==> src/rtl/rw_cmd_server.sv <==
// rw_cmd_server: executes {wdata, address, op} commands against a register-file memory
// and returns responses in order through a response FIFO.
module rw_cmd_server #(
  parameter int ADDR_WIDTH = 64,
  parameter int DATA_WIDTH = 64,
  parameter int DEPTH = 16,
  parameter int RSP_FIFO_DEPTH = 4,
  parameter int WRITE_ACK = 1,
  localparam int LW = $clog2(RSP_FIFO_DEPTH + 1)
) (
  input  logic                             clk,
  input  logic                             rst_n,
  input  logic                             cmd_vld,
  output logic                             cmd_rdy,
  input  logic [DATA_WIDTH+ADDR_WIDTH+63:0] cmd,
  output logic                             rsp_vld,
  input  logic                             rsp_rdy,
  output logic [DATA_WIDTH-1:0]            rsp,
  output logic                             rsp_err,
  output logic [LW-1:0]                    rsp_level
);
  localparam int AW = DEPTH > 1 ? $clog2(DEPTH) : 1;
  localparam int PW = RSP_FIFO_DEPTH > 1 ? $clog2(RSP_FIFO_DEPTH) : 1;
  logic [DATA_WIDTH-1:0] mem [DEPTH];
  logic [DATA_WIDTH-1:0] fd [RSP_FIFO_DEPTH];
  logic                  fe [RSP_FIFO_DEPTH];
  logic [PW-1:0]         wp, rp;
  logic [LW-1:0]         cnt;
  logic                  up;
  logic [63:0]           op;
  logic [ADDR_WIDTH-1:0] addr;
  logic [AW-1:0]         idx;
  logic [DATA_WIDTH-1:0] wdata, old, wval, pdata;
  logic                  is_wr, legal, acc, we, push, pop;
  always_comb begin
    op    = cmd[63:0];
    addr  = cmd[64 +: ADDR_WIDTH];
    wdata = cmd[64+ADDR_WIDTH +: DATA_WIDTH];
    idx   = addr[AW-1:0];
    old   = mem[idx];
    is_wr = op == 64'd0;
    legal = addr < ADDR_WIDTH'(DEPTH) && op < 64'd3;
    acc   = cmd_vld && cmd_rdy;
    we    = acc && legal && op != 64'd1;
    wval  = is_wr ? wdata : old + wdata;
    // silent writes only when acks are disabled and the write is legal
    push  = acc && !(legal && is_wr && WRITE_ACK == 0);
    pdata = !legal ? '0 : is_wr ? wdata : old;
    pop   = rsp_vld && rsp_rdy;
  end
  assign rsp_vld   = cnt != '0;
  assign rsp       = rsp_vld ? fd[rp] : '0;
  assign rsp_err   = rsp_vld && fe[rp];
  assign rsp_level = cnt;
  assign cmd_rdy   = up && cnt != LW'(RSP_FIFO_DEPTH);
  always_ff @(posedge clk or negedge rst_n) begin
    if (!rst_n) begin
      for (int i = 0; i < DEPTH; i++) mem[i] <= '0;
      for (int i = 0; i < RSP_FIFO_DEPTH; i++) begin
        fd[i] <= '0;
        fe[i] <= 1'b0;
      end
      wp  <= '0;
      rp  <= '0;
      cnt <= '0;
      up  <= 1'b0;
    end else begin
      up <= 1'b1;
      if (we) mem[idx] <= wval;
      if (push) begin
        fd[wp] <= pdata;
        fe[wp] <= !legal;
        wp     <= wp == PW'(RSP_FIFO_DEPTH - 1) ? '0 : wp + 1'b1;
      end
      if (pop) rp <= rp == PW'(RSP_FIFO_DEPTH - 1) ? '0 : rp + 1'b1;
      cnt <= cnt + LW'(push) - LW'(pop);
    end
  end
endmodule
==> config.mk <==
export PLATFORM = sky130hd
export DESIGN_NAME = rw_cmd_server
export DESIGN_NICKNAME = d
export VERILOG_FILES = /design/src/rtl/rw_cmd_server.sv
export SDC_FILE = /design/constraint.sdc
export NUM_CORES = 2
export LEC_CHECK = 0
export ABC_AREA = 1
export CAP_MARGIN = 25
export CELL_PAD_IN_SITES_DETAIL_PLACEMENT = 0
export CELL_PAD_IN_SITES_GLOBAL_PLACEMENT = 2
export CORE_MARGIN = 4
export CORE_UTILIZATION = 34
export DETAILED_ROUTE_END_ITERATION = 16
export DONT_BUFFER_PORTS = 1
export GPL_TIMING_DRIVEN = 0
export PLACE_DENSITY = 0.87
export SETUP_SLACK_MARGIN = 0.02
export SYNTH_ARGS = -nofsm -noshare
export SYNTH_HDL_FRONTEND = slang
export SYNTH_SLANG_ARGS = --single-unit
==> constraint.sdc <==
create_clock -name clk -period 2.6 [get_ports clk]
set_clock_uncertainty 0.1 [all_clocks]
set_input_delay 0.26 -clock clk [delete_from_list [all_inputs] [get_ports clk]]
set_output_delay 0.26 -clock clk [all_outputs]
set_load 0.03 [all_outputs]
## After elaboration in Yosys (flattened, before gate mapping)

Index checks and enable logic that the tools add are counted.

| operators by class | value |
|---|---|
| reductions and logical operators | 12 |
| add/subtract/negate cells | 5 |
| bitwise logic cells | 3 |
| mux-type cells | 24 |
| order comparisons | 7 |
| equal/unequal tests | 4 |

Operator list:

| kind | number |
|---|---|
| $bwmux 1024 | 1 |
| $mux 64 | 10 |
| $bmux 64 s4 | 1 |
| $bwmux 256 | 1 |
| $demux 64 s4 | 1 |
| $bmux 64 s2 | 1 |
| $demux 64 s2 | 1 |
| $add 64x64->64 | 1 |
| $logic_not 64->1 | 1 |
| $lt 64x2->1 const B | 1 |
| $lt 64x5->1 const B | 1 |
| $ne 64x1->1 const B | 1 |
| $logic_and 1x1->1 | 9 |
| $ge 3x3->1 const B | 2 |
| $not 2->3 | 2 |
| $ge 5x5->1 const B | 1 |
| $lt 5x1->1 const B | 1 |
| $not 4->5 | 1 |
| $add 2x1->2 const B | 2 |
| $bwmux 4 | 1 |
| $eq 2x2->1 const B | 2 |
| $mux 2 | 2 |
| $add 3x1->3 | 1 |
| $lt 3x1->1 const B | 1 |
| 7 further kinds | 9 |

| word-level totals | value |
|---|---|
| logic and storage cells | 83 |
| bits of input ports | 196 |
| flip-flop bits (word level) | 1292 |

## Logic depth before layout (Yosys ltp)

| depth | value |
|---|---|
| word-level depth | 7 |
| gate-level depth with buffers | 28 |

## Worst setup path after synthesis

Ideal clock, no wire load.

| path | value |
|---|---|
| path kind | input -> register |
| start point | input cmd[65] |
| end point | register mem[1004] in the netlist's numbering |
| cell stages on the path | 27 |
| setup slack | -0.928 ns |
| data required time | 2.435 ns |
| data arrival time | 3.363 ns |
| setup time | 0.065 ns |
| buffers on the path | 4 |
| path through | buf_4 -> nand2_1 -> inv_2 -> clkbuf_1 -> clkbuf_1 -> a22oi_1 -> nand2_1 -> nand2_1 -> nand4_1 -> ha_1 -> fa_1 -> nand2_1 -> nand3_1 -> nand3_1 -> nand2_1 -> nand2_1 -> nand2_1 -> nand2_1 -> nand2_1 -> nand2_1 -> nand2_1 -> nand2_1 -> nand3_1 -> nand2_1 -> clkbuf_1 -> nand2_1 -> nand2_1 |

| between the ends | value |
|---|---|
| cells in the longest elaborated chain, start to end | 7 |
| elaborated cells on any way between the ends | 16 |

RTL lines:

| item | line | source |
|---|---|---|
| start, declared | 15 | `input logic [DATA_WIDTH+ADDR_WIDTH+63:0] cmd,` |
| $not 4->5 (implied by the code) | 40, 69 |  |
| $bmux 64 s4 | 40 | `old = mem[idx];` |
| $mux 64 (implied by the code) (2 in a row) | 40 |  |
| $add 64x64->64 | 45 | `wval = is_wr ? wdata : old + wdata;` |
| $mux 64 | 45 |  |
| $bwmux 1024 | 69 | `if (we) mem[idx] <= wval;` |
| end signal, assigned by index | 69 |  |
| end, declared | 24 | `logic [DATA_WIDTH-1:0] mem [DEPTH];` |

Several ways; a longest one is shown, not always the timed one. The select of a mux whose other input is x is not followed.
A chain may end at the register's enable or synchronous reset.

## Worst setup path after layout

| path | value |
|---|---|
| start point | register mem[0] in the netlist's numbering |
| end point | register mem[892] in the netlist's numbering |

| between the ends | value |
|---|---|
| cells in the longest elaborated chain, start to end | 6 |

RTL lines:

| item | line |
|---|---|
| $bmux 64 s4 | 40 |
| $mux 64 (implied by the code) (2 in a row) | 40 |
| $add 64x64->64 | 45 |
| $mux 64 | 45 |
| $bwmux 1024 | 69 |

No other way between the ends. The select of a mux whose other input is x is not followed.

==> results.cfg <==
[synth]
ys_seq_area_share_pct = 49.34
syn_inst = 9075
syn-cell-area_um2 = 65530
synth-seq-cells = 1292
synthDistinctLibCells = 36
synth_warnings = 0
avgSynthCellArea_um2 = 7.221
synth_fp_nets = 9343

[timing]
worst_pin_slew_ps = 1327
fin_ws_ps = -757.0
slew_violations = 0
slew_headroom_pct = 11.55
fmax_ghz = 0.2979
setup_viol = 1343
holdWs_ps = -937.1
hold_violations = 480
rsz0062_at_grt = true
period_share_pct = 129.1
final.min_clock_period_ps = 3357

[worst_setup_path]
cp_max_fo = 5
cp.arrival_ps = 3990
reg2reg_depth = 23
cp.required_ps = 3230
cp-end-kind = flip-flop
cp-start-kind = flip-flop
path_class = flip-flop to flip-flop

[cts]
htreeDepth = 4
clock_latency_ps = 820
clk_pin_slew_ps = 60
cts_made_buffers = 145
clock_path_buffers = 3
clock-root-buffer = clkbuf_16
clock-sinks = 1292
cts_tree = yes

[placement]
place_congestion = 0.9494
place_hpwl_mm = 206.2
numPortBuffers = 0
placed_area_um2 = 69570

[routing]
finalWirelength_mm = 284.2
drtIter0Drc = 6654
route.vias.total = 63470
avgRoutedWirePerCell_um = 23.34
viasPerCell = 5.214
drtPass1Iterations = 6
postRouteAntennaNets = 0
drc = 0

[flow_run]
drv_cap = 0

[global_routing]
antenna_found_initial = 35
grt_usage_pct = 27.82
grt_max_degree = 226
grt_pass1_vias = 60760
grt_first_pass_wirelength_mm = 412.3
gr-total-overflow = 0

[floorplanning]
start_util_pct = 34.31
die_x_um = 447.0
die_y_um = 447.0
rows = 160
coreArea_um2 = 191000
dieArea_um2 = 199800
ios = 266

[pwr]
vdd_drop_max_v = 0.0006518
p_leak_nw = 44.76
power_density_nw_per_um2 = 614.9

[cells_and_area]
layout.nets = 9782
final_area_um2 = 82360
layout_commonest_cell = nand2_1
nFillCells = 19250
layout-drive-gt1-share_pct = 17.58
mostFrequentLayoutCells = nand2_1, dfrtp_1, nor2_1
area_delta_synth_final_pct = 25.69

[run_status]
outcome = complete, but fails checks
violations = negative hold slack, negative setup slack

[min_path]
holdCritPathClass = input port to async pin
==> per-layer routing <==
| metal | track usage (%) | up-vias | routed length [µm] | share of wire (%) |
|---|---|---|---|---|
| met5 | 0 | - | 27 | 0.0095 |
| met4 | 11.18 | 4 | 13410 | 4.7 |
| met3 | 4.696 | 493 | 21510 | 7.6 |
| met2 | 45.60 | 2563 | 131400 | 46 |
| met1 | 36.57 | 31130 | 117900 | 41 |
| li1 | - | 29280 | - | - |
==> what timing repair did <==
item,CTS,global route
pin swaps,215,127
gates cloned,13,8
endpoints found under the setup margin,1355,1349
hold buffers,74,3
setup buffers,157,24
gates resized for setup,892,403
hold endpoints to repair,1927,631
==> power by group <==
group          total, mW  switching [mW]  internal (mW)
combinational       9.10            6.82           2.28
sequential          20.3           0.162           20.2
clock               21.2            8.91           12.3
total               50.6            15.9           34.7
==> area by class of cell <==
type / instances / area, µm² / share of cell area, %
Clock buffer: 225 / 4325 / 5.252
Clock inverter: 41 / 503.0 / 0.6107
Antenna cell: 29 / 72.57 / 0.08811
Multi-Input combinational cell: 6848 / 33770 / 41.01
Buffer: 535 / 3505 / 4.255
Sequential cell: 1292 / 32330 / 39.26
Timing Repair Buffer: 292 / 3177 / 3.857
Tap cell: 2511 / 3142 / 3.815
Inverter: 400 / 1529 / 1.856
==> synth_stat cells, drive strengths merged <==
master / number / area, µm²
nand2: 5207 / 19550
dfrtp: 1292 / 32330
a22oi: 504 / 3784
nor2: 477 / 1836
inv: 400 / 1501
buf: 310 / 1516
clkbuf: 225 / 844.6
o21ai: 199 / 1022
a21oi: 122 / 610.6
nand3: 90 / 455.4
nand4: 85 / 544.3
ha: 70 / 875.8
nor3: 20 / 111.4
o22ai: 16 / 100.1
or2: 13 / 81.33
nand3b: 10 / 75.07
xnor2: 10 / 87.58
nor4: 7 / 43.79
o21bai: 6 / 45.04
xor2: 6 / 52.55
and2: 2 / 12.51
fa: 2 / 40.04
conb: 1 / 3.750
or3b: 1 / 8.760
==> metrics by stage <==
step	TNS (ps)	power [mW]	setup slack (ps)	util [%]	instances
after global routing	-843300	52.33	-867.3	43.11	12160
after floorplan	-332670	25.49	-492.7	-	9075
after CTS	-647680	50.77	-652.2	42.12	12110
after detailed placement	-2875430	28.36	-3003	36.43	11600
after global placement	-2726090	27.92	-2935	36.32	11590
final	-683610	50.64	-757.0	43.12	12170
==> worst paths after layout <==
| kind | end | from | slack, ps |
|---|---|---|---|
| setup / recovery | mem[892] | mem[0] | -760 |
| hold / removal | fd[219] | rst_n | -940 |
| setup reg to reg | mem[892] | mem[0] | -760 |
| hold reg to reg | fd[57] | fd[57] | 370 |
| max in group asynchronous | mem[502] | rst_n | 140 |
| min in group clk | mem[119] | cmd[183] | 60 |
==> kinds of logic (layout without fill, tap and decap cells) <==
logic type	after synthesis	in the layout	share of synthesized area [%]
compound gates	847	847	8.487
xor+xnor	16	16	0.2138
fa+ha+maj	72	72	1.398
buf+inv	935	1493	5.894
flops	1292	1292	49.34
other cells	1	30	0.005723
simple gates	5912	5912	34.66
==> sequential cells by signal, summed over array words and instances (netlist names) <==
name,count
wp,2
fe,4
rp,2
mem,1024
up,1
fd,256
rsp_level,3
==> worst max-delay path: stages (launching register included) <==
cell and delay [ps]:
dfrtp_1 400, a22oi_2 210, nand2_1 110, nand2_2 100
nand4_1 120, buf_6 160, ha_4 160, fa_2 420
nand2_2 100, nand3_2 90, nand3_2 100, nand2_4 80
nand2_4 70, nand2_4 60, nand2_4 80, nand2_8 100
nand2_4 90, nand2_2 50, nand2_2 70, nand3_4 110
nand2_8 180, clkbuf_16 180, nand2_2 40, nand2_1 70
Note: power is estimated with default switching activity, not from simulation.
